### config.mk
export PLATFORM = sky130hd
export DESIGN_NAME = ts_par_rx
export DESIGN_NICKNAME = d
export VERILOG_FILES = /design/src/rtl/ts_par_rx.sv
export SDC_FILE = /design/constraint.sdc
export NUM_CORES = 1
export LEC_CHECK = 0
export CAP_MARGIN = 25
export CORE_MARGIN = 4
export CORE_UTILIZATION = 44
export CTS_CLUSTER_DIAMETER = 60
export DETAILED_ROUTE_END_ITERATION = 7
export PLACE_DENSITY = 0.75
export SKIP_LAST_GASP = 1
export SLEW_MARGIN = 25
export SYNTH_ARGS = -nofsm -noshare
export SYNTH_HDL_FRONTEND = slang
export SYNTH_SLANG_ARGS = --single-unit
### constraint.sdc
create_clock -name clk -period 2.1 [get_ports clk]
set_input_delay 0.315 -clock clk [delete_from_list [all_inputs] [get_ports clk]]
set_output_delay 0.315 -clock clk [all_outputs]
set_load 0.005 [all_outputs]
### src/rtl/ts_par_rx.sv
// Parallel TS receiver: hunts for sync bytes, verifies packet cadence, and forwards aligned packets once locked.
// Optional statistics counters are built when TSIF_RX_STATS_EN is defined; otherwise those ports are tied to 0.
module ts_par_rx #(
  parameter int         PKT_LEN    = 188,
  parameter int         LOCK_CNT   = 3,
  parameter int         UNLOCK_CNT = 3,
  parameter logic [7:0] SYNC_BYTE  = 8'h47
) (
  input  logic        clk,
  input  logic        rst_n,
  input  logic [7:0]  ts_par_data_i,
  input  logic        ts_par_sync_i,
  input  logic        ts_par_valid_i,
  output logic [7:0]  pkt_data_o,
  output logic        pkt_sop_o,
  output logic        pkt_eop_o,
  output logic        pkt_valid_o,
  output logic        pkt_err_o,
  output logic        locked_o,
  output logic [15:0] pkt_cnt_o,
  output logic [15:0] sync_err_cnt_o
);

  localparam int             CW     = $clog2(PKT_LEN);
  localparam logic [CW-1:0]  LAST   = CW'(PKT_LEN - 1);
  localparam logic [3:0]     LOCK_N = 4'(LOCK_CNT);
  localparam logic [3:0]     UNLK_N = 4'(UNLOCK_CNT);

  typedef enum logic [1:0] {HUNT, VERIFY, LOCKED} state_t;

  state_t        state_q, state_d;
  logic [CW-1:0] byte_cnt_q, byte_cnt_d;
  logic [3:0]    good_q, good_d;
  logic [3:0]    bad_q, bad_d;
  logic          err_q, err_d;
  logic [7:0]    data_q, data_d;
  logic          sop_q, sop_d;
  logic          eop_q, eop_d;
  logic          perr_q, perr_d;
  logic          vld_q, vld_d;
  logic          fwd;
  logic          good_sync;
  logic          stray_sync;
  logic          bad_pos;

  function automatic logic [CW-1:0] cnt_next(input logic [CW-1:0] c);
    return (c == LAST) ? '0 : c + 1'b1;
  endfunction

  assign good_sync = ts_par_valid_i && ts_par_sync_i && (ts_par_data_i == SYNC_BYTE);

  // Transition and output decision both come from the pre-edge state.
  always_comb begin
    state_d    = state_q;
    byte_cnt_d = byte_cnt_q;
    good_d     = good_q;
    bad_d      = bad_q;
    err_d      = err_q;
    fwd        = 1'b0;
    stray_sync = 1'b0;
    bad_pos    = 1'b0;
    if (ts_par_valid_i) begin
      case (state_q)
        HUNT: begin
          if (good_sync) begin
            byte_cnt_d = CW'(1);
            good_d     = 4'd1;
            bad_d      = 4'd0;
            if (LOCK_N == 4'd1) begin
              state_d = LOCKED;
              fwd     = 1'b1;
              err_d   = 1'b0;
            end else begin
              state_d = VERIFY;
            end
          end
        end
        VERIFY: begin
          if (byte_cnt_q == '0) begin
            if (good_sync) begin
              good_d     = good_q + 4'd1;
              byte_cnt_d = CW'(1);
              if (good_q + 4'd1 == LOCK_N) begin
                state_d = LOCKED;
                fwd     = 1'b1;
                err_d   = 1'b0;
                bad_d   = 4'd0;
              end
            end else begin
              // A bad byte here cannot be a good HUNT sync either, so it is simply dropped.
              state_d    = HUNT;
              byte_cnt_d = '0;
              good_d     = 4'd0;
            end
          end else if (good_sync) begin
            byte_cnt_d = CW'(1);
            good_d     = 4'd1;
          end else begin
            byte_cnt_d = cnt_next(byte_cnt_q);
          end
        end
        LOCKED: begin
          fwd        = 1'b1;
          byte_cnt_d = cnt_next(byte_cnt_q);
          if (byte_cnt_q == '0) begin
            if (good_sync) begin
              bad_d = 4'd0;
              err_d = 1'b0;
            end else begin
              bad_pos = 1'b1;
              if (bad_q + 4'd1 == UNLK_N) begin
                state_d    = HUNT;
                byte_cnt_d = '0;
                good_d     = 4'd0;
                bad_d      = 4'd0;
                fwd        = 1'b0;
              end else begin
                bad_d = bad_q + 4'd1;
                err_d = 1'b1;
              end
            end
          end else if (ts_par_sync_i) begin
            stray_sync = 1'b1;
          end
        end
        default: state_d = HUNT;
      endcase
    end

    data_d = 8'h00;
    sop_d  = 1'b0;
    eop_d  = 1'b0;
    perr_d = 1'b0;
    vld_d  = fwd;
    if (fwd) begin
      data_d = ts_par_data_i;
      sop_d  = (byte_cnt_q == '0);
      eop_d  = (byte_cnt_q == LAST);
      perr_d = err_d;
    end
  end

  always_ff @(posedge clk or negedge rst_n) begin
    if (!rst_n) begin
      state_q    <= HUNT;
      byte_cnt_q <= '0;
      good_q     <= 4'd0;
      bad_q      <= 4'd0;
      err_q      <= 1'b0;
      data_q     <= 8'h00;
      sop_q      <= 1'b0;
      eop_q      <= 1'b0;
      perr_q     <= 1'b0;
      vld_q      <= 1'b0;
    end else begin
      state_q    <= state_d;
      byte_cnt_q <= byte_cnt_d;
      good_q     <= good_d;
      bad_q      <= bad_d;
      err_q      <= err_d;
      data_q     <= data_d;
      sop_q      <= sop_d;
      eop_q      <= eop_d;
      perr_q     <= perr_d;
      vld_q      <= vld_d;
    end
  end

  assign pkt_data_o  = data_q;
  assign pkt_sop_o   = sop_q;
  assign pkt_eop_o   = eop_q;
  assign pkt_err_o   = perr_q;
  assign pkt_valid_o = vld_q;
  assign locked_o    = (state_q == LOCKED);

`ifdef TSIF_RX_STATS_EN
  logic [15:0] pkt_cnt_q, pkt_cnt_d;
  logic [15:0] serr_cnt_q, serr_cnt_d;

  // Both counters saturate and only clear on reset.
  always_comb begin
    pkt_cnt_d  = pkt_cnt_q;
    serr_cnt_d = serr_cnt_q;
    if (fwd && eop_d && pkt_cnt_q != 16'hFFFF)
      pkt_cnt_d = pkt_cnt_q + 16'd1;
    if ((bad_pos || stray_sync) && serr_cnt_q != 16'hFFFF)
      serr_cnt_d = serr_cnt_q + 16'd1;
  end

  always_ff @(posedge clk or negedge rst_n) begin
    if (!rst_n) begin
      pkt_cnt_q  <= 16'd0;
      serr_cnt_q <= 16'd0;
    end else begin
      pkt_cnt_q  <= pkt_cnt_d;
      serr_cnt_q <= serr_cnt_d;
    end
  end

  assign pkt_cnt_o      = pkt_cnt_q;
  assign sync_err_cnt_o = serr_cnt_q;
`else
  logic unused_stats_ev;
  assign unused_stats_ev = stray_sync ^ bad_pos;
  assign pkt_cnt_o       = 16'd0;
  assign sync_err_cnt_o  = 16'd0;
`endif

endmodule

== After elaboration in Yosys (flattened, before gate mapping) ==
Cells that the tools add are included.
Word-level totals
  register bits after elaboration: 31
  input bits: 12
  word-level logic and storage cells: 88
  output and inout port bits: 45
Cells by class
  eq/ne operators: 14
  multiplexer cells: 52
  add/subtract/negate cells: 3
  reduce and logical (&&, ||, !) cells: 9
Operator list (count)
  $mux W8: 8
  $mux W4: 13
  $pmux W4 S3: 2
  $pmux W8 S3: 1
  $mux W1: 18
  $mux W2: 7
  $reduce_and A7 Y1: 2
  $ne A2 B2 Y1 const B: 5
  $add A4 B1 Y4 const B: 2
  $add A8 B1 Y8 const B: 1
  $eq A4 B2 Y1 const B: 2
  $eq A8 B7 Y1 const B: 1
  $eq A8 B8 Y1 const B: 1
  $logic_not A8 Y1: 1
  $pmux W2 S3: 1
  $reduce_and A5 Y1: 1
  $ne A2 B1 Y1 const B: 2
  $pmux W1 S2: 2
  $ne A3 B3 Y1 const B: 1
  $reduce_and A3 Y1: 1
  $reduce_bool A3 Y1: 1
  $eq A2 B1 Y1 const B: 1
  $eq A2 B2 Y1 const B: 1
  $logic_and A1 B1 Y1: 2
  $logic_not A2 Y1: 1

== Logic depth before layout (Yosys ltp) ==
  depth after elaboration: 8
  gate-level depth with buffers: 8
  depth with buffers taken out: 7

== Least setup slack after synthesis ==
Ideal clock, no wire load.
  kind: flip-flop to flip-flop
  from: register byte_cnt_q[0]
  to: register state_q[0]
  slack: -155 ps
  library setup time: 125 ps
  period minus slack after synthesis: 2255 ps
  arrival time: 2131 ps
  data required time: 1975 ps
  buffers on the path: 0
  cell stages (with the launch flop): 8
  path through: dfrtp_1 -> inv_1 -> ha_1 -> nor4b_1 -> nand2_1 -> o32ai_1 -> o2111ai_1 -> mux2_2
On the way
  cells in the longest elaborated chain, start to end: 3
  elaborated cells on any way between the ends: 4
  those cells by class: eq/ne (2); reduce/logical (2)
RTL lines
  from (decl): line 32  | logic [CW-1:0] byte_cnt_q, byte_cnt_d;
  from (signal assigned): line 157  | byte_cnt_q <= byte_cnt_d;
  $logic_not A8 Y1 *: line 79, 105
  $ne A2 B2 Y1 (no source line) or $ne A2 B1 Y1 (tied branches)
  $reduce_and A7 Y1 (no source line) *
  to (signal assigned): line 156  | state_q <= state_d;
  to (decl): line 31  | state_t state_q, state_d;
Every way passes the cells marked *; elsewhere a longest branch is shown, timed or not.
A chain may end at the register's enable or synchronous reset.

== Worst setup path after layout ==
Ends and elaborated chain as after synthesis.

==> impl_metrics.csv <==
group,metric,value,unit
run_status,status,"finished with violations",
run_status,violations,"negative setup slack",
timing,setup_violations,2,
setup_path,endpoint_kind,"flip-flop",
drt,drc_errors,0,
global_routing,met1_usage,22.08,%
clock_network,cts_root_buf,"clkbuf_8",
setup_path,timing.critical_path.buf_inv,2,
finish,antenna_cells,0,
logic_synthesis,ys.warnings.count,0,
timing,rsz0062_at_grt,"yes",
global_routing,met2_usage,30.99,%
logic_synthesis,synth_top_cell_by_area,"dfrtp_1",
power,power-per-cell-area,754.3,mW/mm^2
setup_path,path_class,"reg2reg",
logic_synthesis,synth_fa_ha_area_share,5.872,%
die,die_h,77.59,microns
setup_path,path_max_fanout,6,
logic_synthesis,ys_types,52,
clock_network,htree_levels,2,
logic_synthesis,yosys.cell_count.top_type,"buf_4",
logic_synthesis,syn_avg_cell_area,9.512,sq um
die,die_w,77.59,microns
setup_path,cp_slowest_cell,"dfrtp_1",
drt,wl,5.850,mm
min_path,hold_class,"in2reg",
drt,vias,1919,
timing,finalMaxSlewViolations,0,
global_routing,top_usage_layer,"met2",
drt,first_iter_violations,91,
logic_synthesis,synth-xor-area-share,0.8221,%
finish,finalInstanceArea,0.003119,sq mm
timing,post-route-period-util,102.2,%
global_routing,grt.total_usage,18.43,%
logic_synthesis,synth_seq_cells,31,
setup_path,cp.arrival,2.32,ns
clock_network,cts_tree,"built",
die,dieArea,0.006020,sq mm
die,core_area,0.004692,sq mm
logic_synthesis,synth_ff_type,"dfrtp_1",
global_routing,overflow,0,
finish,nets,330,
logic_synthesis,synthTopCellsByCount,"buf_4 (32), dfrtp_1 (31), nand2_1 (17)",
setup_path,crit_family,"compound AO/OA/AOI/OAI gates",
timing,hold-worst-slack,0.2937,ns
timing,fin_crit,2.146,ns
logic_synthesis,ys_async_sr_fraction,100.0,%
logic_synthesis,ys_seq_area_share,36.41,%
logic_synthesis,yosys-top-cells-area,"dfrtp_1 (36%), buf_4 (11%), ha_1 (5.9%)",
setup_path,crit_chain,"inv_2 -> ha_4 -> nor4b_4 -> nand2_1 -> buf_6 -> o32ai_4 -> o2111ai_2 -> mux2_4",
logic_synthesis,netlist_area,0.002131,sq mm
global_routing,use_met3,3.828,%
logic_synthesis,synth.area.mux_share,1.585,%
power,p_total,2.353,mW
clock_network,path_clk_slew,0.06,ns
drt,viasPerCell,5.287,
timing,clock_skew,0.002463,ns
logic_synthesis,synth_top_family_by_area,"simple AND/OR/NAND/NOR gates",
placement,dp.cells,344,
die,fp-row-count,25,
global_routing,grt_pass1_vias,1916,
clock_network,cts_buffers,5,
logic_synthesis,synth-compound-area-share,16.27,%
run,max_cap_viol_count,0,
logic_synthesis,synth-simple-area-share,24.25,%
drt,first_pass_iters,4,
timing,fmax,466.0,MHz
finish,area_growth,46.39,%
finish,layout-drive-gt1-share,39.16,%
clock_network,clk_latency,0.29,ns
clock_network,cts.sinks,31,
clock_network,postCtsHoldBufs,0,
power,p_leak,1.437,nW
global_routing,grt_pass1_wl,8.907,mm
setup_path,slowest_delay,0.39,ns
finish,stdcell_count,363,
global_routing,antenna_found_initial,0,
power,ir_drop,0.4217,mV
placement,place_congestion,0.9049,
placement,portBuffers,24,
drt,routedWlPerCell,16.12,microns
placement,place_area,0.002678,sq mm
timing,hold_viol,0,
logic_synthesis,synth_edf_count,0,
placement,hpwlAfterDp,3.834,mm
logic_synthesis,yosysTopAreaCellShare,36.41,%
timing,finalWorstSetupSlack,-0.04584,ns
finish,utilization,66.48,%
setup_path,crit_path_start_kind,"flip-flop",
drt,antenna_left,0,
die,io_pins,57,
clock_network,clock_path_buffers,2,
setup_path,critical_path_required,2.28,ns
logic_synthesis,synthCells,224,
die,initial_core_util,45.41,%
global_routing,grt_max_degree,32,
==> where the power goes <==
part | total [mW] | leakage [nW] | switching [mW] | internal (mW)
Sequential | 0.668 | 0.423 | 0.0302 | 0.637
Clock | 0.614 | 0.0612 | 0.231 | 0.383
Combinational | 1.07 | 0.952 | 0.584 | 0.487
Total | 2.35 | 1.44 | 0.845 | 1.51
==> per-layer routing <==
metal  wire length (microns)  vias to the layer above
met1                    2374                      942
li1                        -                      908
met4                     167                        0
met5                       0                        -
met2                    3096                       55
met3                     211                       14
==> per-stage QoR <==
stage | worst slack [ns] | TNS [ns]
2_1_floorplan | -0.02266 | -0.02266
3_3_place_gp | -0.5487 | -12.68
3_5_place_dp | -0.6139 | -14.11
4_1_cts | -0.01558 | -0.01558
5_1_grt | -0.1207 | -0.8623
6_report | -0.04584 | -0.04859
==> final timing paths <==
kind                            cells past startpoint       endpoint  slack, ns        startpoint
min in group asynchronous                           2  pkt_data_o[4]       0.42             rst_n
max in group asynchronous                           2       bad_q[1]       1.36             rst_n
worst max register to register                      8     state_q[0]      -0.05     byte_cnt_q[0]
worst max-delay path                                8     state_q[0]      -0.05     byte_cnt_q[0]
worst min register to register                      1      good_q[3]       0.53         good_q[3]
worst min-delay path                                2  pkt_data_o[4]       0.29  ts_par_data_i[4]
==> cell type report <==
type / count / area (sq um)
Clock buffer: 6 / 82.58
Clock inverter: 2 / 35.03
Fill cell: 325 / 1573
Inverter: 9 / 33.78
Multi-Input combinational cell: 177 / 1398
Sequential cell: 31 / 778.2
Tap cell: 54 / 67.56
Timing Repair Buffer: 84 / 724.4
==> kinds of logic (layout without fill, tap and decap cells) <==
| logic type | after synthesis | in the layout |
|---|---|---|
| adder cells (fa/ha/maj) | 10 | 10 |
| multiplexers | 3 | 3 |
| other | 1 | 32 |
| flip-flops | 31 | 31 |
| AND/OR/NAND/NOR | 82 | 82 |
| AO/OA/AOI/OAI | 48 | 48 |
| XOR/XNOR | 2 | 2 |
| buffers and inverters | 47 | 101 |
==> timing repair <==
action	in CTS	in global routing
setup endpoints to repair	29	29
gates cloned	0	1
resized for setup	22	37
buffers inserted	4	6
pin swaps	8	10
==> sequential cells by signal, summed over array words and instances, names as in the netlist <==
name         count
pkt_valid_o      1
bad_q            4
byte_cnt_q       8
pkt_sop_o        1
pkt_err_o        1
state_q          2
good_q           4
err_q            1
pkt_data_o       8
pkt_eop_o        1
==> layout by cell type, fill, tap and decap left out, drive strengths merged, types with 9 or more instances in the layout <==
cell	n
nor3b	10
nand2	17
conb	32
clkdlybuf4s50	17
inv	9
a21oi	10
dfrtp	31
buf	61
ha	10
nand3	10
Power figures use the tool's default switching activity.
